===== src/rtl/keccak_perm_ctrl_if.sv =====
// Host/datapath-facing bundle of the Keccak permutation sequencer:
// start/stall in, handshake status, step/round select and slice strobes out.
interface keccak_perm_ctrl_if #(
    parameter int ADDR_W = 6,
    parameter int RND_W  = 5
);
    logic              start;
    logic              stall;
    logic              busy;
    logic              done;
    logic [RND_W-1:0]  round_idx;
    logic [2:0]        step_sel;
    logic              rd_en;
    logic [ADDR_W-1:0] rd_addr;
    logic              wr_en;
    logic [ADDR_W-1:0] wr_addr;

    modport master (
        output start, stall,
        input  busy, done, round_idx, step_sel, rd_en, rd_addr, wr_en, wr_addr
    );

    modport slave (
        input  start, stall,
        output busy, done, round_idx, step_sel, rd_en, rd_addr, wr_en, wr_addr
    );
endinterface


===== src/rtl/keccak_perm_ctrl.sv =====
// Keccak-f step sequencer: walks every slice through theta/rho/pi/chi/iota for
// each round, with write-back strobes trailing reads by PIPE_LAT unstalled cycles.
module keccak_perm_ctrl #(
    parameter int NUM_ROUNDS = 24,
    parameter int NUM_SLICES = 64,
    parameter int ADDR_W     = 6,
    parameter int RND_W      = 5,
    parameter int PIPE_LAT   = 1
) (
    input  logic              clk,
    input  logic              rst,
    keccak_perm_ctrl_if.slave bus
);
    typedef enum logic [2:0] {S_IDLE, S_RUN, S_DRAIN, S_NEXT, S_DONE} state_t;

    localparam int CNT_W = (PIPE_LAT > 1) ? $clog2(PIPE_LAT) : 1;
    localparam logic [2:0]        STEP_IOTA  = 3'd4;
    localparam logic [ADDR_W-1:0] LAST_ADDR  = ADDR_W'(NUM_SLICES - 1);
    localparam logic [RND_W-1:0]  LAST_RND   = RND_W'(NUM_ROUNDS - 1);
    localparam logic [CNT_W-1:0]  LAST_DRAIN = CNT_W'(PIPE_LAT - 1);

    state_t            state_reg, state_next;
    logic [ADDR_W-1:0] addr_reg, addr_next;
    logic [RND_W-1:0]  round_reg, round_next;
    logic [2:0]        step_reg, step_next;
    logic [CNT_W-1:0]  drain_reg, drain_next;
    logic              stall_active;
    logic              advance;
    logic              rd_en;

    // stall only has meaning while slices are in flight
    assign stall_active = bus.stall && (state_reg == S_RUN || state_reg == S_DRAIN);
    assign advance      = !stall_active;
    assign rd_en        = (state_reg == S_RUN) && !bus.stall;

    always_ff @(posedge clk) begin
        if (rst) begin
            state_reg <= S_IDLE;
            addr_reg  <= '0;
            round_reg <= '0;
            step_reg  <= '0;
            drain_reg <= '0;
        end else begin
            state_reg <= state_next;
            addr_reg  <= addr_next;
            round_reg <= round_next;
            step_reg  <= step_next;
            drain_reg <= drain_next;
        end
    end

    always_comb begin
        state_next = state_reg;
        addr_next  = addr_reg;
        round_next = round_reg;
        step_next  = step_reg;
        drain_next = drain_reg;
        case (state_reg)
            S_IDLE: begin
                if (bus.start) begin
                    state_next = S_RUN;
                    addr_next  = '0;
                    round_next = '0;
                    step_next  = '0;
                end
            end
            S_RUN: begin
                if (!bus.stall) begin
                    if (addr_reg == LAST_ADDR) begin
                        state_next = S_DRAIN;
                        addr_next  = '0;
                        drain_next = '0;
                    end else begin
                        addr_next = addr_reg + ADDR_W'(1);
                    end
                end
            end
            S_DRAIN: begin
                if (!bus.stall) begin
                    if (drain_reg == LAST_DRAIN) begin
                        state_next = S_NEXT;
                        drain_next = '0;
                    end else begin
                        drain_next = drain_reg + CNT_W'(1);
                    end
                end
            end
            S_NEXT: begin
                if (step_reg != STEP_IOTA) begin
                    state_next = S_RUN;
                    step_next  = step_reg + 3'd1;
                end else if (round_reg != LAST_RND) begin
                    state_next = S_RUN;
                    step_next  = '0;
                    round_next = round_reg + RND_W'(1);
                end else begin
                    state_next = S_DONE;
                    step_next  = '0;
                    round_next = '0;
                end
            end
            S_DONE: begin
                state_next = S_IDLE;
            end
            default: begin
                state_next = S_IDLE;
            end
        endcase
    end

    // Write-back delay line; idle slots carry address 0 so wr_addr rests at 0.
    genvar gi;
    generate
        for (gi = 0; gi < PIPE_LAT; gi++) begin : g_pipe
            logic              we_in;
            logic [ADDR_W-1:0] wa_in;
            logic              we_reg;
            logic [ADDR_W-1:0] wa_reg;

            if (gi == 0) begin : g_first
                assign we_in = rd_en;
                assign wa_in = rd_en ? addr_reg : '0;
            end else begin : g_rest
                assign we_in = g_pipe[gi-1].we_reg;
                assign wa_in = g_pipe[gi-1].wa_reg;
            end

            always_ff @(posedge clk) begin
                if (rst) begin
                    we_reg <= 1'b0;
                    wa_reg <= '0;
                end else if (advance) begin
                    we_reg <= we_in;
                    wa_reg <= wa_in;
                end
            end
        end
    endgenerate

    assign bus.busy      = (state_reg == S_RUN) || (state_reg == S_DRAIN) || (state_reg == S_NEXT);
    assign bus.done      = (state_reg == S_DONE);
    assign bus.round_idx = round_reg;
    assign bus.step_sel  = step_reg;
    assign bus.rd_en     = rd_en;
    assign bus.rd_addr   = addr_reg;
    assign bus.wr_en     = g_pipe[PIPE_LAT-1].we_reg && advance;
    assign bus.wr_addr   = g_pipe[PIPE_LAT-1].wa_reg;
endmodule


===== src/flat_wrapper.sv =====
// flat-port wrapper written by rule: the top's interface ports become plain ports
module keccak_perm_ctrl_flat 
#(
    parameter int NUM_ROUNDS = 24,
    parameter int NUM_SLICES = 64,
    parameter int ADDR_W     = 6,
    parameter int RND_W      = 5,
    parameter int PIPE_LAT   = 1
)
  (clk, rst, bus_start, bus_stall, bus_busy, bus_done, bus_round_idx, bus_step_sel, bus_rd_en, bus_rd_addr, bus_wr_en, bus_wr_addr);
  keccak_perm_ctrl_if #(.ADDR_W(ADDR_W), .RND_W(RND_W)) bus_i ();
  input  logic clk;
  input  logic rst;
  input wire logic [$bits(bus_i.start)-1:0] bus_start;
  input wire logic [$bits(bus_i.stall)-1:0] bus_stall;
  output wire logic [$bits(bus_i.busy)-1:0] bus_busy;
  output wire logic [$bits(bus_i.done)-1:0] bus_done;
  output wire logic [$bits(bus_i.round_idx)-1:0] bus_round_idx;
  output wire logic [$bits(bus_i.step_sel)-1:0] bus_step_sel;
  output wire logic [$bits(bus_i.rd_en)-1:0] bus_rd_en;
  output wire logic [$bits(bus_i.rd_addr)-1:0] bus_rd_addr;
  output wire logic [$bits(bus_i.wr_en)-1:0] bus_wr_en;
  output wire logic [$bits(bus_i.wr_addr)-1:0] bus_wr_addr;
  assign bus_i.start = bus_start;
  assign bus_i.stall = bus_stall;
  assign bus_busy = bus_i.busy;
  assign bus_done = bus_i.done;
  assign bus_round_idx = bus_i.round_idx;
  assign bus_step_sel = bus_i.step_sel;
  assign bus_rd_en = bus_i.rd_en;
  assign bus_rd_addr = bus_i.rd_addr;
  assign bus_wr_en = bus_i.wr_en;
  assign bus_wr_addr = bus_i.wr_addr;
  keccak_perm_ctrl #(.NUM_ROUNDS(NUM_ROUNDS), .NUM_SLICES(NUM_SLICES), .ADDR_W(ADDR_W), .RND_W(RND_W), .PIPE_LAT(PIPE_LAT)) u_core (.clk(clk), .rst(rst), .bus(bus_i));
endmodule

===== config.mk =====
export PLATFORM = sky130hd
export DESIGN_NAME = keccak_perm_ctrl_flat
export DESIGN_NICKNAME = d
export VERILOG_FILES = /design/src/rtl/keccak_perm_ctrl_if.sv /design/src/rtl/keccak_perm_ctrl.sv /design/src/flat_wrapper.sv
export SDC_FILE = /design/constraint.sdc
export NUM_CORES = 1
export LEC_CHECK = 0
export CAP_MARGIN = 0
export CELL_PAD_IN_SITES_DETAIL_PLACEMENT = 0
export CELL_PAD_IN_SITES_GLOBAL_PLACEMENT = 1
export CORE_ASPECT_RATIO = 1.2
export CORE_MARGIN = 3
export CORE_UTILIZATION = 39
export DETAILED_ROUTE_END_ITERATION = 12
export PLACE_DENSITY_LB_ADDON = 0.1
export SYNTH_ARGS = -nofsm -noshare
export SYNTH_HDL_FRONTEND = slang
export SYNTH_SLANG_ARGS = --single-unit

===== constraint.sdc =====
create_clock -name clk -period 2.58 [get_ports clk]
set_input_delay 0.516 -clock clk [delete_from_list [all_inputs] [get_ports clk]]
set_output_delay 0.516 -clock clk [all_outputs]
set_load 0.02 [all_outputs]

# Word level (Yosys, flattened, before mapping)
# Index checks and enable logic that the tools add are counted.
[classes]
n_eq_ne = 13
reduce_logical = 16
n_addsub = 4
n_mux = 25
[ops]
columns = ["operator", "count"]
rows = [
  ["$mux W3", 9],
  ["$mux W6", 4],
  ["$mux W5", 3],
  ["$ne A2 B2 Y1 const B", 6],
  ["$pmux W3 S4", 1],
  ["$pmux W6 S2", 1],
  ["$pmux W5 S2", 1],
  ["$add A6 B1 Y6 const B", 1],
  ["$eq A3 B2 Y1 const B", 2],
  ["$eq A6 B6 Y1 const B", 1],
  ["$pmux W3 S2", 1],
  ["$reduce_and A3 Y1", 2],
  ["$reduce_bool A2 Y1", 3],
  ["$add A5 B1 Y5 const B", 1],
  ["$ne A5 B5 Y1 const B", 1],
  ["$reduce_and A5 Y1", 1],
  ["$mux W1", 4],
  ["$reduce_and A4 Y1", 1],
  ["$add A3 B1 Y3 const B", 1],
  ["$eq A3 B1 Y1 const B", 1],
  ["$eq A3 B3 Y1 const B", 1],
  ["$logic_and A1 B1 Y1", 3],
  ["$logic_not A3 Y1", 1],
  ["$ne A3 B3 Y1 const B", 1],
  ["5 further kinds", 7],
]
[totals]
elab_cells = 65
output_inout_bits = 24
regBits = 25
inputBits = 4

# Longest topological paths before layout
# Gate-level depths: netlist of run 1.
[logic_depth]
ltp_word = 5
depth_mapped = 6
ltp_nobuf = 6

# Least setup slack after synthesis of run 1
# Ideal clock, no wire load.
[synth_timing]
path_kind = "register to output"
startpoint = "register u_core.state_reg[0]"
endpoint = "output bus_wr_en"
path_buffers = 1
t_required_ps = 2064
stages_incl_launch_ff = 5
setup_slack_ps = 849
arrival_ps = 1215
cell_sequence = "dfxtp_1 -> buf_2 -> xnor2_1 -> nor3b_2 -> nor2b_1"
[synth_via]
elab_chain_cells = 5
word_cells_on_any_way = 6
cone_classes = "eq/ne (2); reduce/logical (4)"
[synth_rtl]
columns = ["item", "line", "text"]
rows = [
  ["start: declaration", "keccak_perm_ctrl.sv:22", "state_t state_reg, state_next;"],
  ["start signal: assignment", "keccak_perm_ctrl.sv:44", "state_reg <= state_next;"],
  ["$eq A3 B1 Y1 / $eq A3 B2 Y1 (equally long branches)", "keccak_perm_ctrl.sv:32", "assign stall_active = bus.stall && (state_reg == S_RUN || state_reg == S_DRAIN);"],
  ["$logic_or A1 B1 Y1 (*)", "keccak_perm_ctrl.sv:32", ""],
  ["$logic_and A1 B1 Y1 (*)", "keccak_perm_ctrl.sv:32", ""],
  ["$logic_not A1 Y1 (*)", "keccak_perm_ctrl.sv:33", "assign advance = !stall_active;"],
  ["$logic_and A1 B1 Y1 (*)", "keccak_perm_ctrl.sv:146", "assign bus.wr_en = g_pipe[PIPE_LAT-1].we_reg && advance;"],
  ["end: declaration", "flat_wrapper.sv:22", "output wire logic [$bits(bus_i.wr_en)-1:0] bus_wr_en;"],
]
# Mark *: on every way between the ends. The rest lies on a longest branch, timed or not.

# Final worst setup path of run 1
[layout_timing]
startpoint = "input bus_stall"
endpoint = "output bus_rd_en"
[layout_via]
elab_chain_cells = 2
[layout_rtl]
columns = ["item", "line", "text"]
rows = [
  ["start: declaration", "flat_wrapper.sv:15", "input wire logic [$bits(bus_i.stall)-1:0] bus_stall;"],
  ["$logic_not A1 Y1", "keccak_perm_ctrl.sv:34", "assign rd_en = (state_reg == S_RUN) && !bus.stall;"],
  ["$logic_and A1 B1 Y1", "keccak_perm_ctrl.sv:34", ""],
  ["end: declaration", "flat_wrapper.sv:20", "output wire logic [$bits(bus_i.rd_en)-1:0] bus_rd_en;"],
]
# No other way between the ends.

==> flow_summary.ini, run 1 <==
[floorplanning]
die_h_um = 66.51
full_die_area_mm2 = 0.003753
core_region_area_mm2 = 0.002864
top_level_ports = 28
die_x_um = 56.43
rows = 21
starting_utilization_of_the_core_area_pct = 41.55

[cts]
clkLatencyLatePin_ps = 310
clk_root_buffer_cell = sky130_fd_sc_hd__clkbuf_4
cts.htree.levels = 1
clk_path_buf_depth = 2
post_cts_buffers = 0
clock-sinks = 24
cts_made_buffers = 3
tritoncts_clock_tree = done
worst_setup_hold_path_clk_slew_ps = 140
postCtsResizedCells = 0
cts_hold_buffers = 0

[worst_setup_path]
path_cells = clkdlybuf4s50_1 > nor4b_2 > clkdlybuf4s50_1
crit_required_ps = 2060
timing.reg2reg.setup_slack_ps = 780
critPathLaunch = bus_stall
endpoint = bus_rd_en
worst_path_most_repeated_cell = sky130_fd_sc_hd__clkdlybuf4s50_1
slowest_stage = sky130_fd_sc_hd__clkdlybuf4s50_1
worst_r2r_endpoint = u_core.bus.round_idx[3]$_SDFFE_PP0P_
crit_path_end_kind = primary output
critPathTopFamily = buffers and inverters
cp.buffers_inverters = 2
setup.worst_path.start_class = primary input
worst_path_largest_cell_delay_ps = 670
worstSetupPathType = in -> out
cp_data_arrival_time_ps = 1920
critPathMaxFanout = 3
worst-r2r-cell-count = 5
reg2reg_start = u_core.state_reg[0]$_SDFFE_PP0P_
critical_path_depth = 3

[logic_synthesis]
cells_after_synth = 131
yosys.cell_count.top_type = sky130_fd_sc_hd__dfxtp_1
asyncSetResetFlopFracSynth_pct = 0
leading_post_synthesis_cells_by_cell_area = sky130_fd_sc_hd__dfxtp_1 (40%), sky130_fd_sc_hd__nor2_1 (6.0%), sky130_fd_sc_hd__a22oi_1 (4.4%)
netlist_area_mm2 = 0.001190
mappedNetlistNets = 139
yosysWarningCount = 0
synth_flop_cell = sky130_fd_sc_hd__dfxtp_1
synth_edf_count = 0
synth_largest_area_cell = sky130_fd_sc_hd__dfxtp_1
yosys.cell_types.count = 44
synth-seq-cells = 24
syn-mean-instance-area_um2 = 9.083
proportion_of_synthesized_chip_area_in_sequential_cells_pct = 40.38
netlist.area_leader.share_pct = 40.38
netlist_top_cells_count = sky130_fd_sc_hd__dfxtp_1 (24), sky130_fd_sc_hd__nor2_1 (19), sky130_fd_sc_hd__a21oi_1 (10), sky130_fd_sc_hd__a22oi_1 (7), sky130_fd_sc_hd__xor2_1 (5)

[sta]
slew_headroom_pct = 78.29
timing.final.hold_violations = 0
unrepaired_setup_endpoints_after_global_routing = no
timing.fmax_mhz = 409.8
fin_hold_ws_ps = 504.2
timing.final.max_slew_violations = 0
finalCritPeriodShare_pct = 94.59
post-route-min-period_ps = 2441
maximum_clock_skew_at_final_layout_ps = 4.043
worst_slew_pin_slew_ps = 324.7
post-route-worst-setup-slack_ps = 139.5
report.final.setup_viol = 0
setup_tns_ps = 0

[drt]
drt_pre_antenna_iters = 4
route.detailed.drc = 0
drt.antenna.violating_nets = 0
via_per_inst = 5.391
wirelength_um = 2770
dr.first_iter.drc_count = 15
dr_total_vias = 1062
wl_per_cell_um = 14.06

[placed_design]
dp_slack_ps = 149.5
port_buffers = 27
gp_routability_congestion = 0.7533
detailedPlacementHpwl_um = 2069

[run_status]
result_of_the_run = finished, final reports clean

[grt]
antenna_found_initial = 0
globalRouteTotalUtil_pct = 15.96
grt-ovfl-total = 0
first_global_vias = 1052
grt_start_max_net_pins = 14
grt_pass1_wl_um = 4816

[cells_and_area]
post_route_cells_drive_above_1_share_pct = 11.04
area.growth.synth_to_final_pct = 31.34
final_nets = 172
ant_diodes = 0

[worst_hold_path]
holdCritPathClass = reg -> reg

[pwr]
cellPowerDensity_mw_per_mm2 = 432.5
power.total_uw = 675.8
peakVddDrop_mv = 0.2769
power.static_leakage_uw = 0.0005689

[flow_run]
max-cap-violations = 0
layout by cell type (no fill, tap or decap), drive strengths merged, types with 2 or more instances in the layout:
cell type	count
clkdlybuf4s50	27
nand2	3
ha	4
nand3	2
and3	2
nor2	20
or3	2
a211oi	3
nand4	2
nor2b	3
xnor2	2
nor4b	2
clkbuf	4
a22oi	7
o211ai	2
a21oi	11
nor3	3
or3b	3
and2	3
buf	7
nor3b	2
xor2	5
o21ai	3
inv	3
dfxtp	24
area by class of cell:
class,instances,area (µm²)
fill,284,1301
inverter,3,11.26
clock buffer,4,36.28
multi-input combinational,98,669.4
tap,34,42.54
sequential,24,480.5
timing repair buffer,34,322.8
power breakdown:
group          switching (µW)  leakage, µW  total [µW]  internal (µW)
combinational            47.4     0.000354        88.2           40.7
clock                     116    0.0000210         202           86.2
sequential               8.59     0.000194         385            377
worst min path at each step:
stage,from,end,depth (start not counted)
2_1_floorplan,u_core.g_pipe[0].we_reg$_SDFFE_PP0N_,u_core.g_pipe[0].we_reg$_SDFFE_PP0N_,2
5_1_grt,u_core.bus.wr_addr[4]$_SDFFE_PP0N_,u_core.bus.wr_addr[4]$_SDFFE_PP0N_,2
3_5_place_dp,u_core.g_pipe[0].we_reg$_SDFFE_PP0N_,u_core.g_pipe[0].we_reg$_SDFFE_PP0N_,2
6_report,u_core.g_pipe[0].we_reg$_SDFFE_PP0N_,u_core.g_pipe[0].we_reg$_SDFFE_PP0N_,2
4_1_cts,u_core.g_pipe[0].we_reg$_SDFFE_PP0N_,u_core.g_pipe[0].we_reg$_SDFFE_PP0N_,2
3_3_place_gp,u_core.g_pipe[0].we_reg$_SDFFE_PP0N_,u_core.g_pipe[0].we_reg$_SDFFE_PP0N_,2
layer usage:
layer	vias up	wire length [µm]	GRT usage, %
met1	500	1253	18.99
met2	17	1406	28.61
met5	-	0	0
met3	2	95	3.101
met4	0	14	5.045
li1	543	-	-
cells by family after synthesis:
family	after synthesis	share of synthesized area, %
AOI/OAI and AO/OA	33	18.82
muxes	1	0.8413
buffers and inverters	9	3.365
and+or+nand+nor	53	27.24
DFF	24	40.38
adders and majority gates	4	4.206
xor gates and xnor gates	7	5.153
worst reg2reg max path: stages, from the launching register on:
cell,delay [ps]
sky130_fd_sc_hd__dfxtp_1,390
sky130_fd_sc_hd__buf_4,190
sky130_fd_sc_hd__or3b_1,490
sky130_fd_sc_hd__a21oi_2,320
sky130_fd_sc_hd__a21oi_1,150
sky130_fd_sc_hd__and2_1,160
through the flow:
stage                     area [µm²]  util (%)  std cells
after floorplan                 1190         -        131
after global placement          1526     53.30        193
after detailed placement        1526     53.30        193
after CTS                       1563     54.57        197
after global routing            1563     54.57        197
final                           1563     54.57        197
Power figures use the tool's default switching activity.
==> run 2: changes to the inputs <==
--- a/config.mk
+++ b/config.mk
@@ -13,6 +13,7 @@
 export CORE_UTILIZATION = 39
 export DETAILED_ROUTE_END_ITERATION = 12
 export PLACE_DENSITY_LB_ADDON = 0.1
+export SETUP_SLACK_MARGIN = 0.1
 export SYNTH_ARGS = -nofsm -noshare
 export SYNTH_HDL_FRONTEND = slang
 export SYNTH_SLANG_ARGS = --single-unit
==> constraint.sdc (replaced) <==
create_clock -name clk -period 2.95 [get_ports clk]
set_input_delay 0.59 -clock clk [delete_from_list [all_inputs] [get_ports clk]]
set_output_delay 0.59 -clock clk [all_outputs]
set_load 0.02 [all_outputs]
==> flow_summary.ini, run 2 (synthesis gave the netlist of run 1 again) <==
[sta]
setup_tns_ps = 0
report.final.setup_viol = 0
post-route-min-period_ps = 2691
slew_headroom_pct = 69.56
finalCritPeriodShare_pct = 91.20
worst_slew_pin_slew_ps = 454.6
timing.final.max_slew_violations = 0
unrepaired_setup_endpoints_after_global_routing = no
maximum_clock_skew_at_final_layout_ps = 5.515
timing.fmax_mhz = 371.7
timing.final.hold_violations = 0

[drt]
dr_total_vias = 1051
route.detailed.drc = 0
via_per_inst = 5.418
drt_pre_antenna_iters = 4
dr.first_iter.drc_count = 18
wl_per_cell_um = 13.86
wirelength_um = 2688
drt.antenna.violating_nets = 0

[cts]
cts_made_buffers = 3
post_cts_buffers = 0
clk_root_buffer_cell = sky130_fd_sc_hd__clkbuf_4
worst_setup_hold_path_clk_slew_ps = 140
cts.htree.levels = 1
cts_hold_buffers = 0
postCtsResizedCells = 0
tritoncts_clock_tree = done
clkLatencyLatePin_ps = 310
clk_path_buf_depth = 2
clock-sinks = 24

[worst_hold_path]
hold_endpoint = u_core.g_pipe[0].we_reg$_SDFFE_PP0N_
holdCritPathClass = reg -> reg
worstHoldStart = u_core.g_pipe[0].we_reg$_SDFFE_PP0N_
timing.hold.worst_path_depth = 2

[worst_setup_path]
critPathMaxFanout = 8
worstSetupPathType = in -> out
crit_path_end_kind = primary output
worst_r2r_endpoint = u_core.bus.rd_addr[3]$_SDFFE_PP0P_
worst-r2r-cell-count = 5
reg2reg_start = u_core.state_reg[2]$_SDFFE_PP0P_
cp_data_arrival_time_ps = 2100
setup.worst_path.start_class = primary input
timing.reg2reg.setup_slack_ps = 1140
crit_required_ps = 2360

[grt]
antenna_found_initial = 0
globalRouteTotalUtil_pct = 15.47
grt_pass1_wl_um = 4616
grt_start_max_net_pins = 16
grt-ovfl-total = 0
first_global_vias = 1033

[pwr]
pwr-share-comb_pct = 11.0
cellPowerDensity_mw_per_mm2 = 415.9
power.static_leakage_uw = 0.0005611
cellInternalPower_uw = 499.9
netSwitchingPower_uw = 150.6
share_seq_of_total_power_pct = 52.3
peakVddDrop_mv = 0.2796
power.total_uw = 650.4
p_sw_share_pct = 23.15
clock_power_share_pct = 36.7

[floorplanning]
core_region_area_mm2 = 0.002864
starting_utilization_of_the_core_area_pct = 41.55
die_x_um = 56.43
top_level_ports = 28
die_h_um = 66.51
rows = 21
full_die_area_mm2 = 0.003753

[cells_and_area]
final_nets = 169
fillCellCount = 269
post_route_cells_drive_above_1_share_pct = 10.00
ant_diodes = 0
most_frequent_cells_in_the_layout = sky130_fd_sc_hd__clkdlybuf4s50_1 (27), sky130_fd_sc_hd__dfxtp_1 (23), sky130_fd_sc_hd__nor2_1 (19), sky130_fd_sc_hd__a21oi_1 (10), sky130_fd_sc_hd__a22oi_1 (7)
area.growth.synth_to_final_pct = 31.44
post-route-util_pct = 54.61
final_cells = 194
final_common_cell = sky130_fd_sc_hd__clkdlybuf4s50_1
fin_area_mm2 = 0.001564

[placed_design]
detailedPlacementHpwl_um = 1945
placed_cell_area_mm2 = 0.001504
numPlacedInstances = 190
port_buffers = 27
gp_routability_congestion = 0.7223

[run_status]
result_of_the_run = finished, final reports clean

[flow_run]
max-cap-violations = 0
## run 2: changes by cell type in the layout (fill, tap and decap cells not counted)
cell                        delta
sky130_fd_sc_hd__bufinv_16     +1
sky130_fd_sc_hd__clkbuf_8      -1
sky130_fd_sc_hd__dfxtp_2       +1
sky130_fd_sc_hd__buf_4         -3
sky130_fd_sc_hd__dfxtp_1       -1
sky130_fd_sc_hd__nor3b_4       +1
sky130_fd_sc_hd__nor3b_2       -1
## run 2: how the worst max path moves through the flow
| stage | from | to | slack [ps] | cells after the start |
|---|---|---|---|---|
| after floorplan | u_core.state_reg[0]$_SDFFE_PP0P_ | bus_wr_en | 1140 | 4 |
| after global placement | bus_stall | bus_wr_en | 190 | 4 |
| after detailed placement | bus_stall | bus_wr_en | 170 | 4 |
| after CTS | u_core.state_reg[0]$_SDFFE_PP0P_ | bus_wr_en | 120 | 4 |
| after global routing | bus_stall | bus_wr_en | 170 | 4 |
| final | bus_stall | bus_wr_en | 260 | 4 |
## run 2: area by class of cell
class                           count  area, µm²  area share, %
Clock buffer                        3      22.52          1.440
Inverter                            3      11.26         0.7200
Sequential cell                    24      481.7          30.80
Clock inverter                      1      30.03          1.920
Tap cell                           34      42.54          2.720
Multi-Input combinational cell     98      675.6          43.20
Timing Repair Buffer               31      300.3          19.20
## run 2: power by group through the flow
stage	Sequential [µW]	Clock, µW	Combinational [µW]
after global placement	347	0	70.1
after floorplan	347	0	43.7
after global routing	342	255	79.2
after detailed placement	347	0	70.6
final	340	239	71.4
after CTS	340	249	71.0
## run 2: stage by stage
stage,setup slack [ps],hold slack (ps)
global route,171.3,569.3
CTS,115.1,513.8
detailed placement,169.7,479.1
floorplan,1145,448.7
global placement,186.1,472.4
finish,259.5,504.5
## run 2: critical path, stage by stage
cell,delay [ps]
sky130_fd_sc_hd__clkdlybuf4s50_1,530
sky130_fd_sc_hd__nor3b_4,360
sky130_fd_sc_hd__nor2b_1,80
sky130_fd_sc_hd__clkdlybuf4s50_1,540
## run 2: per-layer routing
metal  vias to the layer above  part of all wire [%]  global-route usage, %  wire length, µm
met2                        19                    49                  27.02             1306
met3                         4                   2.7                  2.132               72
met4                         0                   1.6                  7.715               42
li1                        533                     -                      -                -
met5                         -                     0                      0                0
met1                       495                    47                  18.37             1267
